File: config.mk
export PLATFORM = sky130hd
export DESIGN_NAME = pipelined_divider_32
export DESIGN_NICKNAME = d
export VERILOG_FILES = /design/src/rtl/pipelined_divider_32.sv
export SDC_FILE = /design/constraint.sdc
export NUM_CORES = 2
export LEC_CHECK = 0
export CORE_MARGIN = 2
export CORE_UTILIZATION = 57
export CTS_CLUSTER_SIZE = 8
export DETAILED_ROUTE_END_ITERATION = 12
export PLACE_DENSITY = 0.74
export SLEW_MARGIN = 5
export SYNTH_ARGS = -nofsm -noshare
export SYNTH_HDL_FRONTEND = slang
export SYNTH_SLANG_ARGS = --single-unit
File: constraint.sdc
create_clock -name clk -period 54.7 [get_ports clk]
set_clock_uncertainty 0.15 [all_clocks]
set_input_delay 5.47 -clock clk [delete_from_list [all_inputs] [get_ports clk]]
set_output_delay 5.47 -clock clk [all_outputs]
set_load 0.005 [all_outputs]
File: src/rtl/pipelined_divider_32.sv
// 32-bit pipelined divider built from four 8-row non-restoring array blocks; define
// DIVIDER_SIGNED_EN for two's-complement operands (quotient truncates, remainder takes dividend sign).

// 32-bit ripple adder used for the final remainder restore.
// Latency: combinational.
// Backpressure: none.
module adder_32 (
  input  logic [31:0] a,
  input  logic [31:0] b,
  input  logic        cin,
  output logic [31:0] sum
);

  assign sum = a + b + {31'b0, cin};

endmodule

// Eight rows of non-restoring division: each row shifts in one dividend bit and adds/subtracts the divisor.
// Latency: combinational.
// Backpressure: none.
module array_division_block_8x32 (
  input  logic [32:0] rem_in,
  input  logic        mode_in,
  input  logic [7:0]  dvd_bits,
  input  logic [31:0] divisor,
  output logic [32:0] rem_out,
  output logic [7:0]  quo_bits
);

  // Partial remainder stays in [-divisor, divisor), so 33 bits hold it and 34 bits hold 2R+bit.
  always_comb begin
    logic [32:0] part;
    logic        mode;
    logic [33:0] trial;
    part     = rem_in;
    mode     = mode_in;
    trial    = 34'd0;
    quo_bits = 8'd0;
    for (int i = 7; i >= 0; i--) begin
      trial       = {part, dvd_bits[i]};
      trial       = mode ? trial - {2'b00, divisor} : trial + {2'b00, divisor};
      part        = trial[32:0];
      mode        = ~trial[33];
      quo_bits[i] = mode;
    end
    rem_out = part;
  end

endmodule

// Pipelined 32-bit divider, one operation accepted per clock.
// Latency: operands sampled at edge N appear on the outputs after edge N+3.
// Backpressure: none; the consumer must sample on out_valid.
module pipelined_divider_32 (
  input  logic        clk,
  input  logic        rst_n,
  input  logic        in_valid,
  input  logic [31:0] in_dividend,
  input  logic [31:0] in_divisor,
  output logic        out_valid,
  output logic [31:0] out_quotient,
  output logic [31:0] out_remainder
);

  logic [31:0] dvd_mag;
  logic [31:0] dvs_mag;

`ifdef DIVIDER_SIGNED_EN
  logic neg_q_in;
  logic neg_r_in;
  logic s1_neg_q, s1_neg_r;
  logic s2_neg_q, s2_neg_r;
  logic s3_neg_q, s3_neg_r;

  assign dvd_mag  = in_dividend[31] ? 32'd0 - in_dividend : in_dividend;
  assign dvs_mag  = in_divisor[31]  ? 32'd0 - in_divisor  : in_divisor;
  // A zero divisor keeps the all-ones quotient whatever the dividend's sign.
  assign neg_q_in = (in_dividend[31] ^ in_divisor[31]) && (in_divisor != 32'd0);
  assign neg_r_in = in_dividend[31];
`else
  assign dvd_mag = in_dividend;
  assign dvs_mag = in_divisor;
`endif

  logic [32:0] rem1, rem2, rem3, rem4;
  logic [7:0]  quo1, quo2, quo3, quo4;

  logic        s1_vld, s1_mode;
  logic [32:0] s1_rem;
  logic [7:0]  s1_quo;
  logic [23:0] s1_dvd;
  logic [31:0] s1_dvs;

  logic        s2_vld, s2_mode;
  logic [32:0] s2_rem;
  logic [15:0] s2_quo;
  logic [15:0] s2_dvd;
  logic [31:0] s2_dvs;

  logic        s3_vld, s3_mode;
  logic [32:0] s3_rem;
  logic [23:0] s3_quo;
  logic [7:0]  s3_dvd;
  logic [31:0] s3_dvs;

  array_division_block_8x32 u_blk1 (
    .rem_in   (33'd0),
    .mode_in  (1'b1),
    .dvd_bits (dvd_mag[31:24]),
    .divisor  (dvs_mag),
    .rem_out  (rem1),
    .quo_bits (quo1)
  );

  array_division_block_8x32 u_blk2 (
    .rem_in   (s1_rem),
    .mode_in  (s1_mode),
    .dvd_bits (s1_dvd[23:16]),
    .divisor  (s1_dvs),
    .rem_out  (rem2),
    .quo_bits (quo2)
  );

  array_division_block_8x32 u_blk3 (
    .rem_in   (s2_rem),
    .mode_in  (s2_mode),
    .dvd_bits (s2_dvd[15:8]),
    .divisor  (s2_dvs),
    .rem_out  (rem3),
    .quo_bits (quo3)
  );

  array_division_block_8x32 u_blk4 (
    .rem_in   (s3_rem),
    .mode_in  (s3_mode),
    .dvd_bits (s3_dvd),
    .divisor  (s3_dvs),
    .rem_out  (rem4),
    .quo_bits (quo4)
  );

  always_ff @(posedge clk or negedge rst_n) begin
    if (!rst_n) begin
      s1_vld  <= 1'b0;
      s1_mode <= 1'b0;
      s1_rem  <= 33'd0;
      s1_quo  <= 8'd0;
      s1_dvd  <= 24'd0;
      s1_dvs  <= 32'd0;
      s2_vld  <= 1'b0;
      s2_mode <= 1'b0;
      s2_rem  <= 33'd0;
      s2_quo  <= 16'd0;
      s2_dvd  <= 16'd0;
      s2_dvs  <= 32'd0;
      s3_vld  <= 1'b0;
      s3_mode <= 1'b0;
      s3_rem  <= 33'd0;
      s3_quo  <= 24'd0;
      s3_dvd  <= 8'd0;
      s3_dvs  <= 32'd0;
    end else begin
      s1_vld <= in_valid;
      s2_vld <= s1_vld;
      s3_vld <= s2_vld;
      // Data registers only move with a live operation; bubbles leave them untouched.
      if (in_valid) begin
        s1_mode <= quo1[0];
        s1_rem  <= rem1;
        s1_quo  <= quo1;
        s1_dvd  <= dvd_mag[23:0];
        s1_dvs  <= dvs_mag;
      end
      if (s1_vld) begin
        s2_mode <= quo2[0];
        s2_rem  <= rem2;
        s2_quo  <= {s1_quo, quo2};
        s2_dvd  <= s1_dvd[15:0];
        s2_dvs  <= s1_dvs;
      end
      if (s2_vld) begin
        s3_mode <= quo3[0];
        s3_rem  <= rem3;
        s3_quo  <= {s2_quo, quo3};
        s3_dvd  <= s2_dvd[7:0];
        s3_dvs  <= s2_dvs;
      end
    end
  end

`ifdef DIVIDER_SIGNED_EN
  always_ff @(posedge clk or negedge rst_n) begin
    if (!rst_n) begin
      s1_neg_q <= 1'b0;
      s1_neg_r <= 1'b0;
      s2_neg_q <= 1'b0;
      s2_neg_r <= 1'b0;
      s3_neg_q <= 1'b0;
      s3_neg_r <= 1'b0;
    end else begin
      s1_neg_q <= neg_q_in;
      s1_neg_r <= neg_r_in;
      s2_neg_q <= s1_neg_q;
      s2_neg_r <= s1_neg_r;
      s3_neg_q <= s2_neg_q;
      s3_neg_r <= s2_neg_r;
    end
  end
`endif

  logic [31:0] rem_restored;
  logic [31:0] quo_mag;
  logic [31:0] rem_mag;
  logic [31:0] quo_res;
  logic [31:0] rem_res;

  adder_32 u_restore (
    .a   (rem4[31:0]),
    .b   (s3_dvs),
    .cin (1'b0),
    .sum (rem_restored)
  );

  // The final partial is negative exactly when the last quotient bit is 0.
  assign quo_mag = {s3_quo, quo4};
  assign rem_mag = rem4[32] ? rem_restored : rem4[31:0];

`ifdef DIVIDER_SIGNED_EN
  assign quo_res = s3_neg_q ? 32'd0 - quo_mag : quo_mag;
  assign rem_res = s3_neg_r ? 32'd0 - rem_mag : rem_mag;
`else
  assign quo_res = quo_mag;
  assign rem_res = rem_mag;
`endif

  always_ff @(posedge clk or negedge rst_n) begin
    if (!rst_n) begin
      out_valid     <= 1'b0;
      out_quotient  <= 32'd0;
      out_remainder <= 32'd0;
    end else begin
      out_valid <= s3_vld;
      if (s3_vld) begin
        out_quotient  <= quo_res;
        out_remainder <= rem_res;
      end
    end
  end

endmodule

# --- Word-level counts from Yosys, hierarchy flattened ---
# Cells that the tools add are included.
totals:
  reg_bits: 362
  wordCells: 149
op_classes:
  n_addsub: 64
  n_mux: 32
  n_bitwise: 32
op_table:
  columns: ["operator", "count"]
  rows:
  - ["adder 34 x 32 -> 34 bit", 31]
  - ["two-way mux 34 bit", 31]
  - ["subtractor 34 x 32 -> 34 bit", 31]
  - ["subtractor 1 x 32 -> 33 bit", 1]
  - ["adder 32 bit", 1]
  - ["two-way mux 32 bit", 1]
  - ["NOT 1 bit", 32]

# --- Depth between registers and ports, before layout ---
depth:
  depth_word: 18
  mapped_depth: 150
  ltp_nobuf: 133

# --- By module ---
# Synthesis repeated with hierarchy kept, for this count alone.
unflattened:
  hier_cells: 10717
  hier_area_um2: 82701.8
modules_own_cells:
  columns: ["module", "instances", "area_each_um2", "cells_each", "seq_area_each_um2"]
  rows:
  - ["array_division_block_8x32 at u_blk3", 1, 17559.3, 2568, 0.0]
  - ["array_division_block_8x32 at u_blk4", 1, 16530.9, 2385, 0.0]
  - ["array_division_block_8x32 at u_blk1", 1, 16429.5, 2351, 0.0]
  - ["array_division_block_8x32 at u_blk2", 1, 16270.6, 2305, 0.0]
  - ["pipelined_divider_32", 1, 13908.3, 828, 8983.6]
  - ["adder_32", 1, 2003.2, 280, 0.0]

# --- Worst setup path after synthesis ---
# OpenSTA, ideal clock, no wires.
synth_timing:
  kind: "reg-to-reg"
  from: "register s3_dvs[1]"
  to: "register out_remainder[31]"
  arrival_time_ns: 30.678
  required_time_ns: 54.426
  slack_ns: 23.748
  stages_incl_launch_ff: 144
  period_less_slack_ns: 30.952
  setup_time_ns: 0.124
  path_cell_list: "dfrtp_1 -> inv_1 -> ha_1 -> buf_4 -> nand2_2 -> or3_1 -> buf_2 -> nor2_4 -> nand3_4 -> or3_1 -> buf_2 -> or3_1 -> buf_2 -> or3_1 -> buf_2 -> or3_1 -> buf_2 -> or3_1 -> [108 not listed] -> a21oi_1 -> o21ai_0 -> a31o_2 -> xor2_1 -> ha_1 -> nand2_1 -> nor3_1 -> o311ai_0 -> a21oi_1 -> o21a_1 -> a211o_1 -> a311oi_1 -> o21ai_0 -> a21o_1 -> a21oi_1 -> xnor2_1 -> and3_1 -> o31a_1"
synth_between:
  elab_chain_cells: 18
  elab_cells_between_ends: 26
synth_lines:
  columns: ["item", "line_no", "source"]
  rows:
  - ["from (decl)", "104", "logic [31:0] s3_dvs;"]
  - ["from (signal assigned)", "186", "s3_dvs <= s2_dvs;"]
  - ["adder 34 x 32 -> 34 bit / subtractor 34 x 32 -> 34 bit (equally long branches)", "41", "trial = mode ? trial - {2'b00, divisor} : trial + {2'b00, divisor};"]
  - ["two-way mux 34 bit", "41", null]
  - ["subtractor 34 x 32 -> 34 bit / adder 34 x 32 -> 34 bit (equally long branches)", "41", null]
  - ["two-way mux 34 bit", "41", null]
  - ["subtractor 34 x 32 -> 34 bit / adder 34 x 32 -> 34 bit (equally long branches)", "41", null]
  - ["two-way mux 34 bit", "41", null]
  - ["subtractor 34 x 32 -> 34 bit / adder 34 x 32 -> 34 bit (equally long branches)", "41", null]
  - ["two-way mux 34 bit", "41", null]
  - ["[2 not listed]", null, null]
  - ["subtractor 34 x 32 -> 34 bit / adder 34 x 32 -> 34 bit (equally long branches)", "41", null]
  - ["two-way mux 34 bit", "41", null]
  - ["subtractor 34 x 32 -> 34 bit / adder 34 x 32 -> 34 bit (equally long branches)", "41", null]
  - ["two-way mux 34 bit", "41", null]
  - ["subtractor 34 x 32 -> 34 bit / adder 34 x 32 -> 34 bit (equally long branches)", "41", null]
  - ["two-way mux 34 bit", "41", null]
  - ["adder 32 bit", "14", "assign sum = a + b + {31'b0, cin};"]
  - ["two-way mux 32 bit (*)", "226", "assign rem_mag = rem4[32] ? rem_restored : rem4[31:0];"]
  - ["to (signal assigned)", "245", "out_remainder <= rem_res;"]
  - ["to (decl)", "62", "output logic [31:0] out_remainder"]
# Mark *: on every way between the ends. The rest lies on a longest branch, timed or not.
# A chain may end at the register's enable or synchronous reset.

# --- Worst setup path in the final report ---
# Ends and elaborated chain as after synthesis.

==> impl_metrics.toml <==
[global_routing]
grt_overflow = 0
grt_max_degree = 72
use_met2_pct = 57.5
grt_usage_pct = 33.7
grt_pass1_wl_um = 384000
use_met1_pct = 43.8
grt_antenna_before_repair = 8
grt-busiest-layer = "met2"
grt_pass1_vias = 71300
met3_usage_pct = 3.49

[synth]
synth_top_family_by_area = "compound AO/OA/AOI/OAI gates"
synthTopCellsByCount = "xnor2_1, ha_1, nor2_1, a21oi_1, nand2_1"
ys_seq_area_share_pct = 11.6
yosysTopAreaCell = "ha_1"
synthesis.nets = 11200
synth-main-ff-cell = "dfrtp_1"
synth_cells = 10100
synthXorXnorAreaFrac_pct = 20.9
synth_seq_cells = 359
synth_compound_area_share_pct = 22.5
postSynthAreaPerCell_um2 = 7.70
synth-adder-area-share_pct = 18.0
synth.distinct_cells = 109
synthDominantCellAreaShare_pct = 17.2
yosysMostFrequentCell = "xnor2_1"
async_flop_share_pct = 100
yosys_warnings = 0
netlist_top_cells_area = "ha_1, xnor2_1, dfrtp_1, xor2_1, a21oi_1"
synthMuxAreaShare_pct = 5.31
syn_area_um2 = 77600
synth_edf_count = 0
yosys.area_share.simple_pct = 18.5

[timing]
hold_violations = 0
fin_crit_ns = 38.15
drv_slew = 0
setup_violations = 0
tightest_slew_ns = 1.36
tns_ns = 0
rsz0062_at_grt = "false"
min_period_over_period_pct = 69.7
fmax_ghz = 0.0262
relSlewSlack_pct = 6.74

[finish]
seq_area_um2 = 8990
drive_above_1_share_pct = 7.39
fillerInstances = 12500
fin_cells = 11900
nets = 11300
area_growth_pct = 6.66
multi_input_area_um2 = 66300

[cts]
cts_setup_buffers = 0
insertion_delay_ns = 0.67
numCtsBuffers = 54
htree_levels = 2
holdBufCountCts = 0
cts.sinks = 359
clkSlewWorstSetupHoldPaths_ns = 0.05
clock_path_buffers = 3
cts_resized = 0
cts_root_buf = "clkbuf_16"
cts_tree = "yes"

[place]
dp.cells = 11800
io_buffer_count = 131
gp_congestion = 1.01
dpl.hpwl_um = 198000

[routing]
ant_nets = 0
drt_first_iter_violations = 5548
routed_wirelength_um = 244000
wl_per_cell_um = 20.5
drc = 0
drt-vias-per-instance = 6.21
dr_total_vias = 73900
drtPass1Iterations = 6

[die]
coreArea_um2 = 135000
fp-row-count = 135
die-area_um2 = 139000
die_h_um = 373
die_x_um = 373
io_pins = 132
start_util_pct = 57.3

[setup_path]
cp_num_buf_inv = 6
endpoint_kind = "flop"
cp_top_family = "compound AO/OA/AOI/OAI gates"
startpoint_type = "flop"
max_stage_delay_ns = 0.74
path_class = "flop to flop"
crit_fanout = 35
cp.required_ns = 55.07
arrival_ns = 38.52
crit_path_top_delay_cell = "xnor2_2"
reg2reg_slack_ns = 16.55

[hold_path]
hold_path.class = "flop to flop"

[status]
status = "complete, no violations"

[flow_run]
maxCapViolCount = 0
area by class of cell:
| class | count | share of cell area, % |
|---|---|---|
| Multi-Input combinational cell | 9079 | 80.1 |
| Sequential cell | 359 | 10.9 |
| Timing Repair Buffer | 304 | 3.16 |
| Tap cell | 1781 | 2.69 |
| Clock buffer | 64 | 1.74 |
| Inverter | 291 | 1.32 |
| Clock inverter | 8 | 0.104 |
| Antenna cell | 2 | 0.00605 |
tightest hold or removal path, delay by kind of cell (launching register included):
family / cells / cell delay [ns]
compound gates: 1 / 0.06
flops: 1 / 0.33
simple gates: 1 / 0.05
layout by cell type (no fill, tap or decap), drive strengths merged, types with 64 or more instances in the layout:
master / n
nand2b: 198
nor3: 239
o21ai: 470
xnor2: 1298
inv: 293
buf: 175
o21a: 183
nor2b: 132
nand2: 868
dfrtp: 359
xor2: 527
o21bai: 149
nand3: 184
a21o: 449
a31oi: 76
nor2: 934
clkdlybuf4s50: 129
or2: 83
clkbuf: 64
mux2: 323
or3: 93
a21oi: 875
a211oi: 103
and3: 86
ha: 1065
sequential cells by signal, summed over array words and instances (netlist names), 8 cells and up:
register and cells:
out_quotient 32, out_remainder 32, s1_dvd 24, s1_dvs 32, s1_quo 8, s1_rem 33
s2_dvd 16, s2_dvs 32, s2_quo 16, s2_rem 33, s3_dvd 8, s3_dvs 32
s3_quo 24, s3_rem 33
metrics by stage:
step	hold WS, ns	utilization [%]	setup slack [ns]	area [um2]
4_1_cts	0.334	61.1	17.09	82700
5_1_grt	0.359	61.1	13.76	82700
3_5_place_dp	0.322	60.0	17.42	81200
6_report	0.330	61.1	16.55	82700
2_1_floorplan	0.202	-	23.75	77600
3_3_place_gp	0.307	60.0	18.22	81200
path summary, 6_finish.rpt:
check                                       from                       endpoint  cells past startpoint
hold / removal             s2_quo[4]$_DFFE_PN0P_          s2_quo[4]$_DFFE_PN0P_                      2
setup reg to reg           s3_dvs[1]$_DFFE_PN0P_  out_remainder[31]$_DFFE_PN0P_                    133
max in group asynchronous                  rst_n               s2_vld$_DFF_PN0_                      3
min in group asynchronous                  rst_n         s1_dvd[12]$_DFFE_PN0P_                      1
setup / recovery           s3_dvs[1]$_DFFE_PN0P_  out_remainder[31]$_DFFE_PN0P_                    133
hold reg to reg            s2_quo[4]$_DFFE_PN0P_          s2_quo[4]$_DFFE_PN0P_                      2
cell families (layout without fill, tap and decap cells):
logic type / after synthesis / after routing
other: 0 / 2
multiplexers: 368 / 368
XOR/XNOR: 1835 / 1835
AO/OA/AOI/OAI: 2722 / 2722
AND/OR/NAND/NOR: 3057 / 3057
buffers and inverters: 634 / 667
flip-flops: 359 / 359
adder cells (fa/ha/maj): 1097 / 1097
routing by layer:
layer,vias up,part of all wire [%]
li1,35900,-
met1,35200,44
met2,2337,46
met3,519,6.1
met4,8,4.1
met5,-,0.024
Power is left out: the tool's default activity adds up to more than one toggle a clock period on the data nets, which glitch-free logic cannot reach.
